File: src/rtl/mem_arb_pkg.sv
// mem_arb_pkg: shared widths, FSM state type and port-index type for the
// two-port memory arbiter.
package mem_arb_pkg;

  localparam int ADDR_W = 5;  // 32 memory locations
  localparam int DATA_W = 8;  // byte-wide memory

  typedef enum logic [1:0] {
    IDLE    = 2'd0,
    ACCESS  = 2'd1,
    CAPTURE = 2'd2
  } arb_state_t;

  // Index of one of the two requester ports.
  typedef logic port_idx_t;

endpackage

File: src/rtl/mem_arbiter_if.sv
// mem_arbiter_if: bundles the requester-side handshake and the memory-side
// command bus of the arbiter.
//   slave  modport: the arbiter (drives gnt/rvalid/rdata/busy and mem_*).
//   master modport: requesters plus memory (drive req/we/addr/wdata and
//                   mem_data_out).
interface mem_arbiter_if
  import mem_arb_pkg::*;
#(
  parameter int AW = ADDR_W,
  parameter int DW = DATA_W
);
  logic [1:0]    req;
  logic [1:0]    we;
  logic [AW-1:0] addr0;
  logic [AW-1:0] addr1;
  logic [DW-1:0] wdata0;
  logic [DW-1:0] wdata1;
  logic [1:0]    gnt;
  logic [1:0]    rvalid;
  logic [DW-1:0] rdata;
  logic          busy;
  logic          mem_read;
  logic          mem_write;
  logic [AW-1:0] mem_addr;
  logic [DW-1:0] mem_data_in;
  logic [DW-1:0] mem_data_out;

  modport slave (
    input  req, we, addr0, addr1, wdata0, wdata1, mem_data_out,
    output gnt, rvalid, rdata, busy, mem_read, mem_write, mem_addr, mem_data_in
  );

  modport master (
    output req, we, addr0, addr1, wdata0, wdata1, mem_data_out,
    input  gnt, rvalid, rdata, busy, mem_read, mem_write, mem_addr, mem_data_in
  );
endinterface

File: src/rtl/rr_arb2.sv
// rr_arb2: two-way round-robin pick.
//   clk, rst : clock, synchronous active-high reset
//   req[1:0] : requests being considered this cycle
//   update   : a grant is issued this cycle; remember the winner
//   winner   : selected port (meaningful only when req != 0)
module rr_arb2
  import mem_arb_pkg::*;
(
  input  logic      clk,
  input  logic      rst,
  input  logic [1:0] req,
  input  logic      update,
  output port_idx_t winner
);
  port_idx_t last_q, last_d;

  always_comb begin
    if (req == 2'b11) begin
      // Contention: the port that did not win most recently goes next.
      winner = ~last_q;
    end else if (req[1]) begin
      winner = 1'b1;
    end else begin
      winner = 1'b0;
    end
    last_d = update ? winner : last_q;
  end

  always_ff @(posedge clk) begin
    if (rst) begin
      last_q <= 1'b1;  // port 0 wins the first conflict after reset
    end else begin
      last_q <= last_d;
    end
  end
endmodule

File: src/rtl/mem_arbiter.sv
// mem_arbiter: shares a single-port 32x8 synchronous memory between two
// requesters. Accepted requests become one-cycle memory commands; read data
// is captured one cycle after the command and returned to the issuing port.
//   clk, rst : clock, synchronous active-high reset
//   bus      : requester handshake (req/we/addr/wdata -> gnt/rvalid/rdata/busy)
//              and memory command bus (mem_read/mem_write/mem_addr/
//              mem_data_in -> memory, mem_data_out <- memory)
module mem_arbiter
  import mem_arb_pkg::*;
(
  input  logic         clk,
  input  logic         rst,
  mem_arbiter_if.slave bus
);
  arb_state_t        state_q, state_d;
  logic [1:0]        gnt_q, gnt_d;
  logic [1:0]        rvalid_q, rvalid_d;
  logic              mem_read_q, mem_read_d;
  logic              mem_write_q, mem_write_d;
  logic [ADDR_W-1:0] mem_addr_q, mem_addr_d;
  logic [DATA_W-1:0] mem_data_in_q, mem_data_in_d;
  logic [DATA_W-1:0] rdata_q, rdata_d;
  port_idx_t         rd_port_q, rd_port_d;

  port_idx_t winner;
  logic      grant_now;
  logic      op_write;

  assign grant_now = (state_q == IDLE) && (bus.req != 2'b00);
  assign op_write  = bus.we[winner];

  rr_arb2 u_rr (
    .clk    (clk),
    .rst    (rst),
    .req    (bus.req),
    .update (grant_now),
    .winner (winner)
  );

  always_comb begin
    state_d       = state_q;
    gnt_d         = 2'b00;   // grant and rvalid are single-cycle pulses
    rvalid_d      = 2'b00;
    mem_read_d    = 1'b0;    // commands last exactly one cycle
    mem_write_d   = 1'b0;
    mem_addr_d    = mem_addr_q;
    mem_data_in_d = mem_data_in_q;
    rdata_d       = rdata_q;
    rd_port_d     = rd_port_q;

    unique case (state_q)
      IDLE: begin
        if (grant_now) begin
          mem_addr_d    = winner ? bus.addr1 : bus.addr0;
          mem_data_in_d = op_write ? (winner ? bus.wdata1 : bus.wdata0) : '0;
          mem_write_d   = op_write;
          mem_read_d    = ~op_write;
          gnt_d[winner] = 1'b1;
          rd_port_d     = winner;
          state_d       = ACCESS;
        end
      end
      ACCESS: begin
        // The memory executes on the edge leaving this state; only reads
        // need the extra cycle for their data to appear.
        state_d = mem_read_q ? CAPTURE : IDLE;
      end
      CAPTURE: begin
        rdata_d             = bus.mem_data_out;
        rvalid_d[rd_port_q] = 1'b1;
        state_d             = IDLE;
      end
      default: state_d = IDLE;
    endcase
  end

  always_ff @(posedge clk) begin
    if (rst) begin
      state_q       <= IDLE;
      gnt_q         <= 2'b00;
      rvalid_q      <= 2'b00;
      mem_read_q    <= 1'b0;
      mem_write_q   <= 1'b0;
      mem_addr_q    <= '0;
      mem_data_in_q <= '0;
      rdata_q       <= '0;
      rd_port_q     <= 1'b0;
    end else begin
      state_q       <= state_d;
      gnt_q         <= gnt_d;
      rvalid_q      <= rvalid_d;
      mem_read_q    <= mem_read_d;
      mem_write_q   <= mem_write_d;
      mem_addr_q    <= mem_addr_d;
      mem_data_in_q <= mem_data_in_d;
      rdata_q       <= rdata_d;
      rd_port_q     <= rd_port_d;
    end
  end

  assign bus.gnt         = gnt_q;
  assign bus.rvalid      = rvalid_q;
  assign bus.rdata       = rdata_q;
  assign bus.busy        = (state_q != IDLE);
  assign bus.mem_read    = mem_read_q;
  assign bus.mem_write   = mem_write_q;
  assign bus.mem_addr    = mem_addr_q;
  assign bus.mem_data_in = mem_data_in_q;
endmodule

File: src/flat_wrapper.sv
// flat-port wrapper written by rule: the top's interface ports become plain ports
module mem_arbiter_flat import mem_arb_pkg::*;
  (clk, rst, bus_req, bus_we, bus_addr0, bus_addr1, bus_wdata0, bus_wdata1, bus_mem_data_out, bus_gnt, bus_rvalid, bus_rdata, bus_busy, bus_mem_read, bus_mem_write, bus_mem_addr, bus_mem_data_in);
  mem_arbiter_if bus_i ();
  input  logic clk;
  input  logic rst;
  input wire logic [$bits(bus_i.req)-1:0] bus_req;
  input wire logic [$bits(bus_i.we)-1:0] bus_we;
  input wire logic [$bits(bus_i.addr0)-1:0] bus_addr0;
  input wire logic [$bits(bus_i.addr1)-1:0] bus_addr1;
  input wire logic [$bits(bus_i.wdata0)-1:0] bus_wdata0;
  input wire logic [$bits(bus_i.wdata1)-1:0] bus_wdata1;
  input wire logic [$bits(bus_i.mem_data_out)-1:0] bus_mem_data_out;
  output wire logic [$bits(bus_i.gnt)-1:0] bus_gnt;
  output wire logic [$bits(bus_i.rvalid)-1:0] bus_rvalid;
  output wire logic [$bits(bus_i.rdata)-1:0] bus_rdata;
  output wire logic [$bits(bus_i.busy)-1:0] bus_busy;
  output wire logic [$bits(bus_i.mem_read)-1:0] bus_mem_read;
  output wire logic [$bits(bus_i.mem_write)-1:0] bus_mem_write;
  output wire logic [$bits(bus_i.mem_addr)-1:0] bus_mem_addr;
  output wire logic [$bits(bus_i.mem_data_in)-1:0] bus_mem_data_in;
  assign bus_i.req = bus_req;
  assign bus_i.we = bus_we;
  assign bus_i.addr0 = bus_addr0;
  assign bus_i.addr1 = bus_addr1;
  assign bus_i.wdata0 = bus_wdata0;
  assign bus_i.wdata1 = bus_wdata1;
  assign bus_i.mem_data_out = bus_mem_data_out;
  assign bus_gnt = bus_i.gnt;
  assign bus_rvalid = bus_i.rvalid;
  assign bus_rdata = bus_i.rdata;
  assign bus_busy = bus_i.busy;
  assign bus_mem_read = bus_i.mem_read;
  assign bus_mem_write = bus_i.mem_write;
  assign bus_mem_addr = bus_i.mem_addr;
  assign bus_mem_data_in = bus_i.mem_data_in;
  mem_arbiter u_core (.clk(clk), .rst(rst), .bus(bus_i));
endmodule
File: config.mk
export PLATFORM = sky130hd
export DESIGN_NAME = mem_arbiter_flat
export DESIGN_NICKNAME = d
export VERILOG_FILES = /design/src/rtl/mem_arb_pkg.sv /design/src/rtl/mem_arbiter_if.sv /design/src/rtl/rr_arb2.sv /design/src/rtl/mem_arbiter.sv /design/src/flat_wrapper.sv
export SDC_FILE = /design/constraint.sdc
export NUM_CORES = 1
export LEC_CHECK = 0
export ABC_AREA = 1
export BUFFER_PORTS_ARGS = -buffer_cell sky130_fd_sc_hd__buf_4
export CAP_MARGIN = 20
export CORE_AREA = 10 10 68 70
export CTS_CLUSTER_DIAMETER = 60
export DETAILED_ROUTE_END_ITERATION = 16
export DIE_AREA = 0 0 78 80
export HOLD_SLACK_MARGIN = 0.06
export PLACE_DENSITY = 0.72
export SETUP_SLACK_MARGIN = 0.3
export SYNTH_ARGS = -nofsm -noshare
export SYNTH_HDL_FRONTEND = slang
export SYNTH_SLANG_ARGS = --single-unit
File: constraint.sdc
create_clock -name clk -period 1.3 [get_ports clk]
set_clock_uncertainty 0.2 [all_clocks]
set_input_delay 0.195 -clock clk [delete_from_list [all_inputs] [get_ports clk]]
set_output_delay 0.195 -clock clk [all_outputs]
set_load 0.03 [all_outputs]
# After elaboration in Yosys (flattened, before gate mapping)
# Index checks and enable logic that the tools add are counted.
[totals] ff_bits=31 out_inout_bits=28 wordCells=46
[classes] magnitude_cmp=4 n_eq_ne=4 mux=14 bitwise=5 reduce_logical=9
[op_table] cell="$mux 8" n=2
[op_table] cell="$mux 1" n=6
[op_table] cell="$mux 5" n=1
[op_table] cell="$not 1->1" n=5
[op_table] cell="$eq 2x2->1 const B" n=2
[op_table] cell="$lt 1x2->1 const B" n=2
[op_table] cell="$mux 2" n=2
[op_table] cell="$pmux 2 s2" n=1
[op_table] cell="$reduce_bool 2->1" n=2
[op_table] cell="$logic_and 1x1->1" n=3
[op_table] cell="$reduce_or 3->1" n=1
[op_table] cell="$demux 1 s1" n=2
[op_table] cell="$eq 2x1->1 const B" n=1
[op_table] cell="$ge 1x1->1 const B" n=2
[op_table] cell="$logic_not 2->1" n=1
[op_table] cell="$ne 2x2->1 const B" n=1
[op_table] cell="$reduce_and 2->1" n=1
[op_table] cell="$reduce_or 2->1" n=1

# Logic depth before layout (Yosys ltp)
# Gate-level depths: netlist of the first run.
[depth] depth_word=6 ltp_mapped=8 depth_no_buf=7

# Cells and area by module
# A second synthesis of the first run with hierarchy kept.
[unflattened] hier_cells=176 hier_area_um2=1260.0
[by_module_without_submodules] module="mem_arbiter" instances=1 cells_per_inst=169 area_each_um2=1212.4
[by_module_without_submodules] module="rr_arb2" instances=1 cells_per_inst=7 area_each_um2=47.5

# Worst setup path before layout of the first run
# Ideal clock, no wire load.
[synth_timing] kind="register -> register" from="register u_core.state_q[0]" to="register u_core.mem_addr_q[2], in the netlist u_core.bus.mem_addr[2]" setup_ns=0.115 arrival_ns=1.167 slack_ns=-0.182 stages_incl_launch_ff=8 path_buffers=1 cell_sequence="dfxtp_1 > inv_1 > nand2_1 > nor2_8 > buf_6 > nand2_1 > a21oi_1 > nor2_1"
[synth_via] elab_chain_cells=3
[synth_rtl] element="from (decl)" line_no="mem_arbiter.sv:15" text="arb_state_t state_q, state_d;"
[synth_rtl] element="from (signal assigned)" line_no="mem_arbiter.sv:89" text="state_q <= state_d;"
[synth_rtl] element="$logic_not 2->1 (*)" line_no="mem_arbiter.sv:29, mem_arbiter.sv:51"
[synth_rtl] element="$logic_and 1x1->1" line_no="mem_arbiter.sv:29" text="assign grant_now = (state_q == IDLE) && (bus.req != 2'b00);"
[synth_rtl] element="$reduce_and 2->1 (no source line) (*)"
[synth_rtl] element="to (signal assigned)" line_no="mem_arbiter.sv:94" text="mem_addr_q <= mem_addr_d;"
[synth_rtl] element="to (decl)" line_no="mem_arbiter.sv:20" text="logic [ADDR_W-1:0] mem_addr_q, mem_addr_d;"
# Every way passes the cells marked *; elsewhere a longest branch is shown, timed or not.
# A chain may end at the register's enable or synchronous reset.

# Worst setup path in the final report of the first run
[layout_timing] from="register u_core.state_q[0]" to="register u_core.mem_data_in_q[6], in the netlist u_core.bus.mem_data_in[6]"
[layout_via] elab_chain_cells=3
[layout_rtl] element="$logic_not 2->1 (*)" line_no="mem_arbiter.sv:29, mem_arbiter.sv:51"
[layout_rtl] element="$logic_and 1x1->1" line_no="mem_arbiter.sv:29"
[layout_rtl] element="$reduce_and 2->1 (no source line) (*)"
[layout_rtl] element="to (signal assigned)" line_no="mem_arbiter.sv:95" text="mem_data_in_q <= mem_data_in_d;"
[layout_rtl] element="to (decl)" line_no="mem_arbiter.sv:21" text="logic [DATA_W-1:0] mem_data_in_q, mem_data_in_d;"
# Marks and branches as above.

==> impl_metrics.xml, run 1 <==
<?xml version="1.0" encoding="UTF-8"?>
<metrics>
  <group name="run_status">
    <metric name="outcome" unit="">finished with violations</metric>
    <metric name="failed_checks" unit="">hold timing, setup timing</metric>
  </group>
  <group name="logic_synthesis">
    <metric name="synthesis.area_per_instance" unit="sq um">7.52</metric>
    <metric name="synth_async_sr_flop_share" unit="%">0</metric>
    <metric name="synth.yosys.seq_area_share" unit="%">50.3</metric>
    <metric name="synth.largest_area_cell" unit="">sky130_fd_sc_hd__dfxtp_1</metric>
    <metric name="yosys.cell_types.count" unit="">19</metric>
    <metric name="synth_enable_flop_cells" unit="">0</metric>
    <metric name="synth_nets" unit="">204</metric>
    <metric name="yosysTopAreaCellShare" unit="%">50.3</metric>
    <metric name="post_synth_instance_area" unit="sq um">1230</metric>
    <metric name="ys.warnings.count" unit="">0</metric>
    <metric name="dominantRegCellSynth" unit="">sky130_fd_sc_hd__dfxtp_1</metric>
    <metric name="seq_cells_post_synth" unit="">31</metric>
    <metric name="syn_inst" unit="">164</metric>
    <metric name="yosys-top-cells-area" unit="">sky130_fd_sc_hd__dfxtp_1 (50%), sky130_fd_sc_hd__nand2_1 (16%), sky130_fd_sc_hd__nor2_1 (7.3%)</metric>
    <metric name="yosys.cell_count.top_type" unit="">sky130_fd_sc_hd__nand2_1</metric>
    <metric name="synth_commonest_cells" unit="">sky130_fd_sc_hd__nand2_1 (54), sky130_fd_sc_hd__dfxtp_1 (31), sky130_fd_sc_hd__nor2_1 (24), sky130_fd_sc_hd__nand3_1 (12)</metric>
  </group>
  <group name="finish">
    <metric name="area_grow_syn2layout" unit="%">100</metric>
    <metric name="seq_area" unit="sq um">658</metric>
    <metric name="fillerInstances" unit="">234</metric>
    <metric name="multi_input_area" unit="sq um">683</metric>
    <metric name="layout-drive-gt1-share" unit="%">63.3</metric>
    <metric name="finalNetCount" unit="">306</metric>
    <metric name="antenna-diode-count" unit="">0</metric>
    <metric name="instances_no_fill" unit="">313</metric>
  </group>
  <group name="clock_network">
    <metric name="cts_hold_repair.buffers" unit="">13</metric>
    <metric name="clock_tree.htree_level_count" unit="">2</metric>
    <metric name="clock_path_buffers" unit="">2</metric>
    <metric name="tritoncts" unit="">done</metric>
    <metric name="num_cts_buffers" unit="">5</metric>
    <metric name="clock-sinks" unit="">31</metric>
    <metric name="path_clk_slew" unit="ns">0.10</metric>
    <metric name="clock-root-buffer" unit="">sky130_fd_sc_hd__clkbuf_4</metric>
    <metric name="insertion_delay" unit="ns">0.34</metric>
  </group>
  <group name="flow_run">
    <metric name="maxCapViolCount" unit="">0</metric>
  </group>
  <group name="worst_setup_path">
    <metric name="setup.reg_to_reg.worst_slack" unit="ns">-0.16</metric>
    <metric name="critical_path_class" unit="">reg -&gt; reg</metric>
    <metric name="crit_end" unit="">u_core.bus.mem_data_in[6]$_SDFFE_PP0P_</metric>
    <metric name="timing.critical_path.to_type" unit="">register</metric>
    <metric name="crit_slowest_cell" unit="">sky130_fd_sc_hd__dfxtp_2</metric>
    <metric name="reg2reg_to" unit="">u_core.bus.mem_data_in[6]$_SDFFE_PP0P_</metric>
    <metric name="critical_path.cell_chain" unit="">inv_2, nand2_4, buf_6, nor2_8, nand2_4, a21oi_4, nand2_1, nand2_1</metric>
    <metric name="cp-start-kind" unit="">register</metric>
    <metric name="r2r-start" unit="">u_core.state_q[0]$_SDFFE_PP0P_</metric>
    <metric name="worstRegToRegCells" unit="">8</metric>
    <metric name="max_stage_delay" unit="ns">0.34</metric>
    <metric name="path_max_fanout" unit="">7</metric>
    <metric name="crit_start" unit="">u_core.state_q[0]$_SDFFE_PP0P_</metric>
    <metric name="worstPathRequired" unit="ns">1.38</metric>
    <metric name="critical_path_arrival" unit="ns">1.55</metric>
  </group>
  <group name="placed_design">
    <metric name="dp.final_hpwl" unit="um">2940</metric>
    <metric name="portBuffers" unit="">67</metric>
    <metric name="placed_cells" unit="">281</metric>
    <metric name="globalplace.congestion" unit="">0.736</metric>
    <metric name="placement.setup.worst_slack" unit="ns">-0.0666</metric>
  </group>
  <group name="sta">
    <metric name="postLayoutSetupSlackWorst" unit="ns">-0.164</metric>
    <metric name="maxSlewViolCount" unit="">0</metric>
    <metric name="layout_min_cycle_time" unit="ns">1.46</metric>
    <metric name="worst_slew_pin_slew" unit="ns">0.285</metric>
    <metric name="timing.hold.ws" unit="ns">-0.130</metric>
    <metric name="rsz0062_at_grt" unit="">true</metric>
    <metric name="final_hold_viol_count" unit="">17</metric>
    <metric name="setup_viol" unit="">20</metric>
    <metric name="final.period_utilization" unit="%">113</metric>
    <metric name="fmax" unit="MHz">683</metric>
    <metric name="relSlewSlack" unit="%">81.0</metric>
  </group>
  <group name="drt">
    <metric name="vias" unit="">1446</metric>
    <metric name="post_drt_via_cell_ratio" unit="">4.62</metric>
    <metric name="routed_wl" unit="um">4780</metric>
    <metric name="detail_route.iter0.violations" unit="">41</metric>
    <metric name="antenna_violating_nets_remaining" unit="">0</metric>
    <metric name="drc_violation_count_after_routing" unit="">0</metric>
    <metric name="drt-pass1-iter-count" unit="">4</metric>
    <metric name="wl_per_cell" unit="um">15.3</metric>
  </group>
  <group name="global_route">
    <metric name="pin_count_of_the_biggest_net_entering_global_routing" unit="">14</metric>
    <metric name="initial_antenna_violation_count" unit="">0</metric>
    <metric name="globalRouteTotalUtil" unit="%">14.0</metric>
    <metric name="first_global_vias" unit="">1446</metric>
    <metric name="grt_overflow_total" unit="">0</metric>
    <metric name="wire_length_of_the_first_global_routing_pass" unit="um">7050</metric>
  </group>
  <group name="pwr">
    <metric name="cellPowerDensity" unit="nW/um^2">1030</metric>
    <metric name="vdd.ir_drop.worst" unit="mV">0.625</metric>
    <metric name="total_leakage_power" unit="nW">1.17</metric>
  </group>
  <group name="die">
    <metric name="coreArea" unit="sq um">3280</metric>
    <metric name="die_height" unit="um">80</metric>
    <metric name="ioPinCount" unit="">68</metric>
    <metric name="die_width" unit="um">78</metric>
    <metric name="floorplan.initialDensity" unit="%">37.6</metric>
    <metric name="die_area" unit="sq um">6240</metric>
    <metric name="fp-row-count" unit="">21</metric>
  </group>
  <group name="min_path">
    <metric name="min_path_type" unit="">in -&gt; reg</metric>
  </group>
</metrics>
-- cells in the final DEF (no fill, tap or decap) --
cell / Yosys / routed
sky130_fd_sc_hd__o21ai_1: 5 / 5
sky130_fd_sc_hd__a21oi_4: 1 / 1
sky130_fd_sc_hd__inv_1: 5 / 1
sky130_fd_sc_hd__nand2_2: 1 / 4
sky130_fd_sc_hd__clkbuf_4: 0 / 5
sky130_fd_sc_hd__nand2_8: 0 / 1
sky130_fd_sc_hd__dfxtp_2: 0 / 30
sky130_fd_sc_hd__dfxtp_1: 31 / 1
sky130_fd_sc_hd__nand3_2: 0 / 1
sky130_fd_sc_hd__o21ai_2: 0 / 8
sky130_fd_sc_hd__clkbuf_16: 0 / 1
sky130_fd_sc_hd__buf_4: 0 / 52
sky130_fd_sc_hd__nand2_1: 54 / 46
sky130_fd_sc_hd__bufinv_16: 0 / 1
sky130_fd_sc_hd__inv_4: 0 / 3
sky130_fd_sc_hd__buf_6: 2 / 34
sky130_fd_sc_hd__nor3_2: 0 / 1
sky130_fd_sc_hd__clkinv_2: 0 / 1
sky130_fd_sc_hd__nand2_4: 2 / 6
sky130_fd_sc_hd__a21oi_1: 8 / 2
sky130_fd_sc_hd__nor2_8: 1 / 1
sky130_fd_sc_hd__nor3_1: 2 / 1
sky130_fd_sc_hd__nor2_1: 24 / 18
sky130_fd_sc_hd__inv_2: 2 / 3
sky130_fd_sc_hd__clkbuf_8: 0 / 1
sky130_fd_sc_hd__nor2_2: 1 / 7
sky130_fd_sc_hd__nand3_1: 12 / 11
sky130_fd_sc_hd__dlygate4sd3_1: 0 / 13
sky130_fd_sc_hd__nor3b_2: 0 / 1
sky130_fd_sc_hd__buf_12: 0 / 1
sky130_fd_sc_hd__a21oi_2: 0 / 6
-- flip-flops by register name, indices dropped and copies added (netlist names) --
name,cells
u_core.u_rr.last_q,1
u_core.rd_port_q,1
u_core.bus.mem_read,1
u_core.bus.rvalid,2
u_core.bus.mem_write,1
u_core.bus.mem_addr,5
u_core.state_q,2
u_core.bus.rdata,8
u_core.bus.mem_data_in,8
u_core.bus.gnt,2
-- cell families (layout without fill, tap and decap cells) --
| family | after synthesis | count (layout) | synth area share, % |
|---|---|---|---|
| AOI/OAI and AO/OA | 22 | 22 | 9.84 |
| buffers and inverters | 13 | 116 | 5.38 |
| DFF | 31 | 31 | 50.3 |
| and+or+nand+nor | 98 | 98 | 34.5 |
-- where the power goes --
part | switching (mW) | internal (mW)
sequential | 0.0368 | 1.01
clock | 0.349 | 0.454
combinational | 0.351 | 0.347
total | 0.736 | 1.81
-- final cells by class --
class / instances / area share, %
Sequential cell: 31 / 26.7
Inverter: 7 / 1.37
Clock buffer: 6 / 2.08
Timing Repair Buffer: 101 / 38.4
Tap cell: 46 / 2.33
Multi-Input combinational cell: 120 / 27.7
Clock inverter: 2 / 1.42
-- what timing repair did --
action,4_1_cts,5_1_grt
pin swaps,7,10
hold endpoints to repair,27,19
resized for setup,81,22
setup endpoints to repair,58,58
cloned,1,1
setup buffers,3,6
-- metal layers --
layer	GRT usage (%)	vias to the layer above	routed length (um)	share of wire (%)
met5	0	-	0	0
met4	5.38	0	68	1.4
met3	3.72	10	224	4.7
met2	24.4	58	2390	50
met1	15.9	653	2100	44
li1	-	725	-	-
-- stage by stage --
step | cell area (sq um) | utilization [%] | total power, mW | hold slack (ns) | TNS (ns)
after floorplan | 1260 | - | 1.33 | 0.0641 | 0
after CTS | 2330 | 70.9 | 2.47 | -0.142 | -1.54
after detailed placement | 1840 | 56.2 | 1.55 | 0.219 | -0.432
final | 2470 | 75.1 | 2.55 | -0.130 | -2.21
after global routing | 2470 | 75.1 | 2.65 | -0.141 | -3.45
after global placement | 1840 | 56.2 | 1.55 | 0.216 | -0.182
-- worst max-delay path: cells and delay by family, from the launching register on --
kind,cells,cell delay (ns)
buffers and inverters,2,0.20
AND/OR/NAND/NOR,5,0.45
flip-flops,1,0.34
AO/OA/AOI/OAI,1,0.21
-- how the worst min path moves through the flow --
stage	from	to	depth (start not counted)
floorplan	rst	u_core.bus.mem_data_in[5]$_SDFFE_PP0P_	1
CTS	rst	u_core.bus.mem_data_in[5]$_SDFFE_PP0P_	2
global route	rst	u_core.bus.mem_data_in[5]$_SDFFE_PP0P_	2
global placement	rst	u_core.rd_port_q$_SDFFE_PP0P_	2
detailed placement	rst	u_core.rd_port_q$_SDFFE_PP0P_	2
finish	rst	u_core.bus.mem_data_in[5]$_SDFFE_PP0P_	2
Note: power is estimated with default switching activity, not from simulation.
==> run 2, diff against run 1 <==
--- a/config.mk
+++ b/config.mk
@@ -14,6 +14,7 @@
 export DIE_AREA = 0 0 78 80
 export HOLD_SLACK_MARGIN = 0.06
 export PLACE_DENSITY = 0.72
+export REMOVE_ABC_BUFFERS = 1
 export SETUP_SLACK_MARGIN = 0.3
 export SYNTH_ARGS = -nofsm -noshare
 export SYNTH_HDL_FRONTEND = slang
==> impl_metrics.xml, run 2 (synthesis gave the netlist of run 1 again) <==
<?xml version="1.0" encoding="UTF-8"?>
<metrics>
  <group name="pwr">
    <metric name="vdd.ir_drop.worst" unit="mV">0.571</metric>
    <metric name="report.power.total" unit="mW">2.23</metric>
    <metric name="total_leakage_power" unit="nW">1.15</metric>
    <metric name="cellPowerDensity" unit="nW/um^2">941</metric>
  </group>
  <group name="clock_network">
    <metric name="clock-root-buffer" unit="">sky130_fd_sc_hd__clkbuf_4</metric>
    <metric name="tritoncts" unit="">done</metric>
    <metric name="insertion_delay" unit="ns">0.32</metric>
    <metric name="cts_hold_repair.buffers" unit="">10</metric>
    <metric name="clock-sinks" unit="">31</metric>
    <metric name="num_cts_buffers" unit="">5</metric>
    <metric name="path_clk_slew" unit="ns">0.09</metric>
    <metric name="clock_path_buffers" unit="">2</metric>
    <metric name="clock_tree.htree_level_count" unit="">2</metric>
  </group>
  <group name="drt">
    <metric name="detail_route.iter0.violations" unit="">35</metric>
    <metric name="post_drt_via_cell_ratio" unit="">4.56</metric>
    <metric name="drt-pass1-iter-count" unit="">4</metric>
    <metric name="wl_per_cell" unit="um">14.1</metric>
    <metric name="met1_length" unit="um">1700</metric>
    <metric name="drc_violation_count_after_routing" unit="">0</metric>
    <metric name="met3_length" unit="um">391</metric>
    <metric name="vias" unit="">1417</metric>
    <metric name="maxUsedRoutingLayer" unit="">met4</metric>
    <metric name="routed_wl" unit="um">4380</metric>
    <metric name="antenna_violating_nets_remaining" unit="">0</metric>
    <metric name="met2_wirelength" unit="um">2220</metric>
  </group>
  <group name="sta">
    <metric name="timing.hold.ws" unit="ns">-0.119</metric>
    <metric name="final.period_utilization" unit="%">109</metric>
    <metric name="layout_min_cycle_time" unit="ns">1.42</metric>
    <metric name="relSlewSlack" unit="%">81.7</metric>
    <metric name="worst_slew_pin_slew" unit="ns">0.275</metric>
    <metric name="setup_viol" unit="">21</metric>
    <metric name="postLayoutSetupSlackWorst" unit="ns">-0.119</metric>
    <metric name="final_hold_viol_count" unit="">16</metric>
    <metric name="maxSlewViolCount" unit="">0</metric>
    <metric name="rsz0062_at_grt" unit="">true</metric>
    <metric name="fmax" unit="MHz">705</metric>
  </group>
  <group name="min_path">
    <metric name="min_path_type" unit="">in -&gt; reg</metric>
    <metric name="timing.hold.worst.start" unit="">rst</metric>
    <metric name="worst_hold_path.num_cells" unit="">2</metric>
    <metric name="min_delay_worst_endpoint" unit="">u_core.rd_port_q$_SDFFE_PP0P_</metric>
  </group>
  <group name="die">
    <metric name="ioPinCount" unit="">68</metric>
    <metric name="fp-row-count" unit="">21</metric>
    <metric name="coreArea" unit="sq um">3280</metric>
    <metric name="die_height" unit="um">80</metric>
    <metric name="die_area" unit="sq um">6240</metric>
    <metric name="floorplan.initialDensity" unit="%">37.6</metric>
    <metric name="die_width" unit="um">78</metric>
  </group>
  <group name="worst_setup_path">
    <metric name="worstPathRequired" unit="ns">1.32</metric>
    <metric name="critical_path_class" unit="">reg -&gt; reg</metric>
    <metric name="setup.reg_to_reg.worst_slack" unit="ns">-0.12</metric>
    <metric name="reg2reg_to" unit="">u_core.bus.mem_addr[3]$_SDFFE_PP0P_</metric>
    <metric name="r2r-start" unit="">u_core.state_q[0]$_SDFFE_PP0P_</metric>
    <metric name="worstRegToRegCells" unit="">8</metric>
    <metric name="cp-start-kind" unit="">register</metric>
    <metric name="timing.critical_path.to_type" unit="">register</metric>
    <metric name="path_max_fanout" unit="">6</metric>
    <metric name="critical_path_arrival" unit="ns">1.44</metric>
  </group>
  <group name="run_status">
    <metric name="failed_checks" unit="">hold timing, setup timing</metric>
    <metric name="outcome" unit="">finished with violations</metric>
  </group>
  <group name="flow_run">
    <metric name="maxCapViolCount" unit="">0</metric>
  </group>
  <group name="finish">
    <metric name="fillerInstances" unit="">261</metric>
    <metric name="final_cell_mix" unit="">sky130_fd_sc_hd__buf_4 (55), sky130_fd_sc_hd__nand2_1 (48), sky130_fd_sc_hd__buf_6 (32), sky130_fd_sc_hd__dfxtp_2 (29), sky130_fd_sc_hd__nor2_1 (21)</metric>
    <metric name="final_core_utilization" unit="%">72.2</metric>
    <metric name="final_common_cell" unit="">sky130_fd_sc_hd__buf_4</metric>
    <metric name="layout-drive-gt1-share" unit="%">60.4</metric>
    <metric name="stdcell_area" unit="sq um">2370</metric>
    <metric name="finalNetCount" unit="">304</metric>
    <metric name="area_grow_syn2layout" unit="%">92.1</metric>
    <metric name="antenna-diode-count" unit="">0</metric>
  </group>
  <group name="placed_design">
    <metric name="dpl_cell_area" unit="sq um">1880</metric>
    <metric name="dp.final_hpwl" unit="um">3010</metric>
    <metric name="portBuffers" unit="">67</metric>
    <metric name="globalplace.congestion" unit="">0.823</metric>
    <metric name="placement.setup.worst_slack" unit="ns">-0.0522</metric>
  </group>
  <group name="global_route">
    <metric name="wire_length_of_the_first_global_routing_pass" unit="um">6930</metric>
    <metric name="initial_antenna_violation_count" unit="">0</metric>
    <metric name="grt_overflow_total" unit="">0</metric>
    <metric name="globalRouteTotalUtil" unit="%">13.7</metric>
    <metric name="first_global_vias" unit="">1477</metric>
    <metric name="pin_count_of_the_biggest_net_entering_global_routing" unit="">14</metric>
  </group>
</metrics>
-- run 2: changes by cell type in the layout (fill, tap and decap cells not counted), moves of 2 or more --
cell | before | now
sky130_fd_sc_hd__nor2_4 | 0 | 2
sky130_fd_sc_hd__nand2_1 | 46 | 48
sky130_fd_sc_hd__clkbuf_1 | 0 | 2
sky130_fd_sc_hd__dlygate4sd3_1 | 13 | 10
sky130_fd_sc_hd__nor2_1 | 18 | 21
sky130_fd_sc_hd__inv_4 | 3 | 1
sky130_fd_sc_hd__buf_4 | 52 | 55
sky130_fd_sc_hd__nand2_2 | 4 | 2
sky130_fd_sc_hd__buf_6 | 34 | 32
sky130_fd_sc_hd__nor2_2 | 7 | 2
-- run 2: cell type report --
cell class | instances | area, sq um | share of cell area [%]
Clock buffer | 7 | 45.0 | 1.90
Tap cell | 46 | 57.6 | 2.43
Clock inverter | 1 | 5.00 | 0.211
Multi-Input combinational cell | 120 | 668 | 28.2
Inverter | 7 | 28.8 | 1.21
Sequential cell | 31 | 657 | 27.7
Timing Repair Buffer | 99 | 908 | 38.3
-- run 2: timing repair --
| item | in CTS | in global routing |
|---|---|---|
| pin swaps | 3 | 11 |
| setup buffers | 2 | 5 |
| setup endpoints to repair | 58 | 58 |
| endpoints found under the hold margin | 27 | 21 |
| gates resized for setup | 82 | 25 |
-- run 2: worst max-delay path by stage --
stage,startpoint,end,slack [ns],cells after the start
finish,u_core.state_q[0]$_SDFFE_PP0P_,u_core.bus.mem_addr[3]$_SDFFE_PP0P_,-0.12,8
detailed placement,u_core.state_q[0]$_SDFFE_PP0P_,u_core.bus.mem_data_in[4]$_SDFFE_PP0P_,-0.05,7
floorplan,u_core.state_q[0]$_SDFFE_PP0P_,u_core.bus.mem_data_in[0]$_SDFFE_PP0P_,-0.22,7
global placement,u_core.state_q[0]$_SDFFE_PP0P_,u_core.bus.mem_data_in[4]$_SDFFE_PP0P_,-0.04,7
global route,u_core.state_q[1]$_SDFFE_PP0P_,u_core.bus.mem_data_in[2]$_SDFFE_PP0P_,-0.22,8
CTS,u_core.state_q[0]$_SDFFE_PP0P_,bus_busy,-0.11,4
-- run 2: metal layers --
layer,vias up,GRT usage (%)
met5,-,0
met2,59,24.0
met4,0,5.56
met1,632,14.0
met3,7,6.08
li1,719,-
-- run 2: critical path: stages (launching register included) --
cell,delay (ns)
sky130_fd_sc_hd__dfxtp_2,0.33
sky130_fd_sc_hd__inv_2,0.05
sky130_fd_sc_hd__nand2_2,0.06
sky130_fd_sc_hd__buf_6,0.13
sky130_fd_sc_hd__nor2_8,0.17
sky130_fd_sc_hd__buf_4,0.14
sky130_fd_sc_hd__nand2_1,0.04
sky130_fd_sc_hd__a21oi_1,0.12
sky130_fd_sc_hd__nor2_1,0.07
-- run 2: power by group --
part           internal, mW  switching, mW
Sequential             1.01         0.0355
Combinational         0.325          0.333
Clock                 0.211          0.315
Total                  1.55          0.683
-- run 2: through the flow --
stage | setup TNS [ns] | cells
finish | -1.75 | 311
global route | -3.45 | 311
CTS | -1.33 | 306
detailed placement | -0.472 | 286
global placement | -0.219 | 286
floorplan | -2.73 | 158
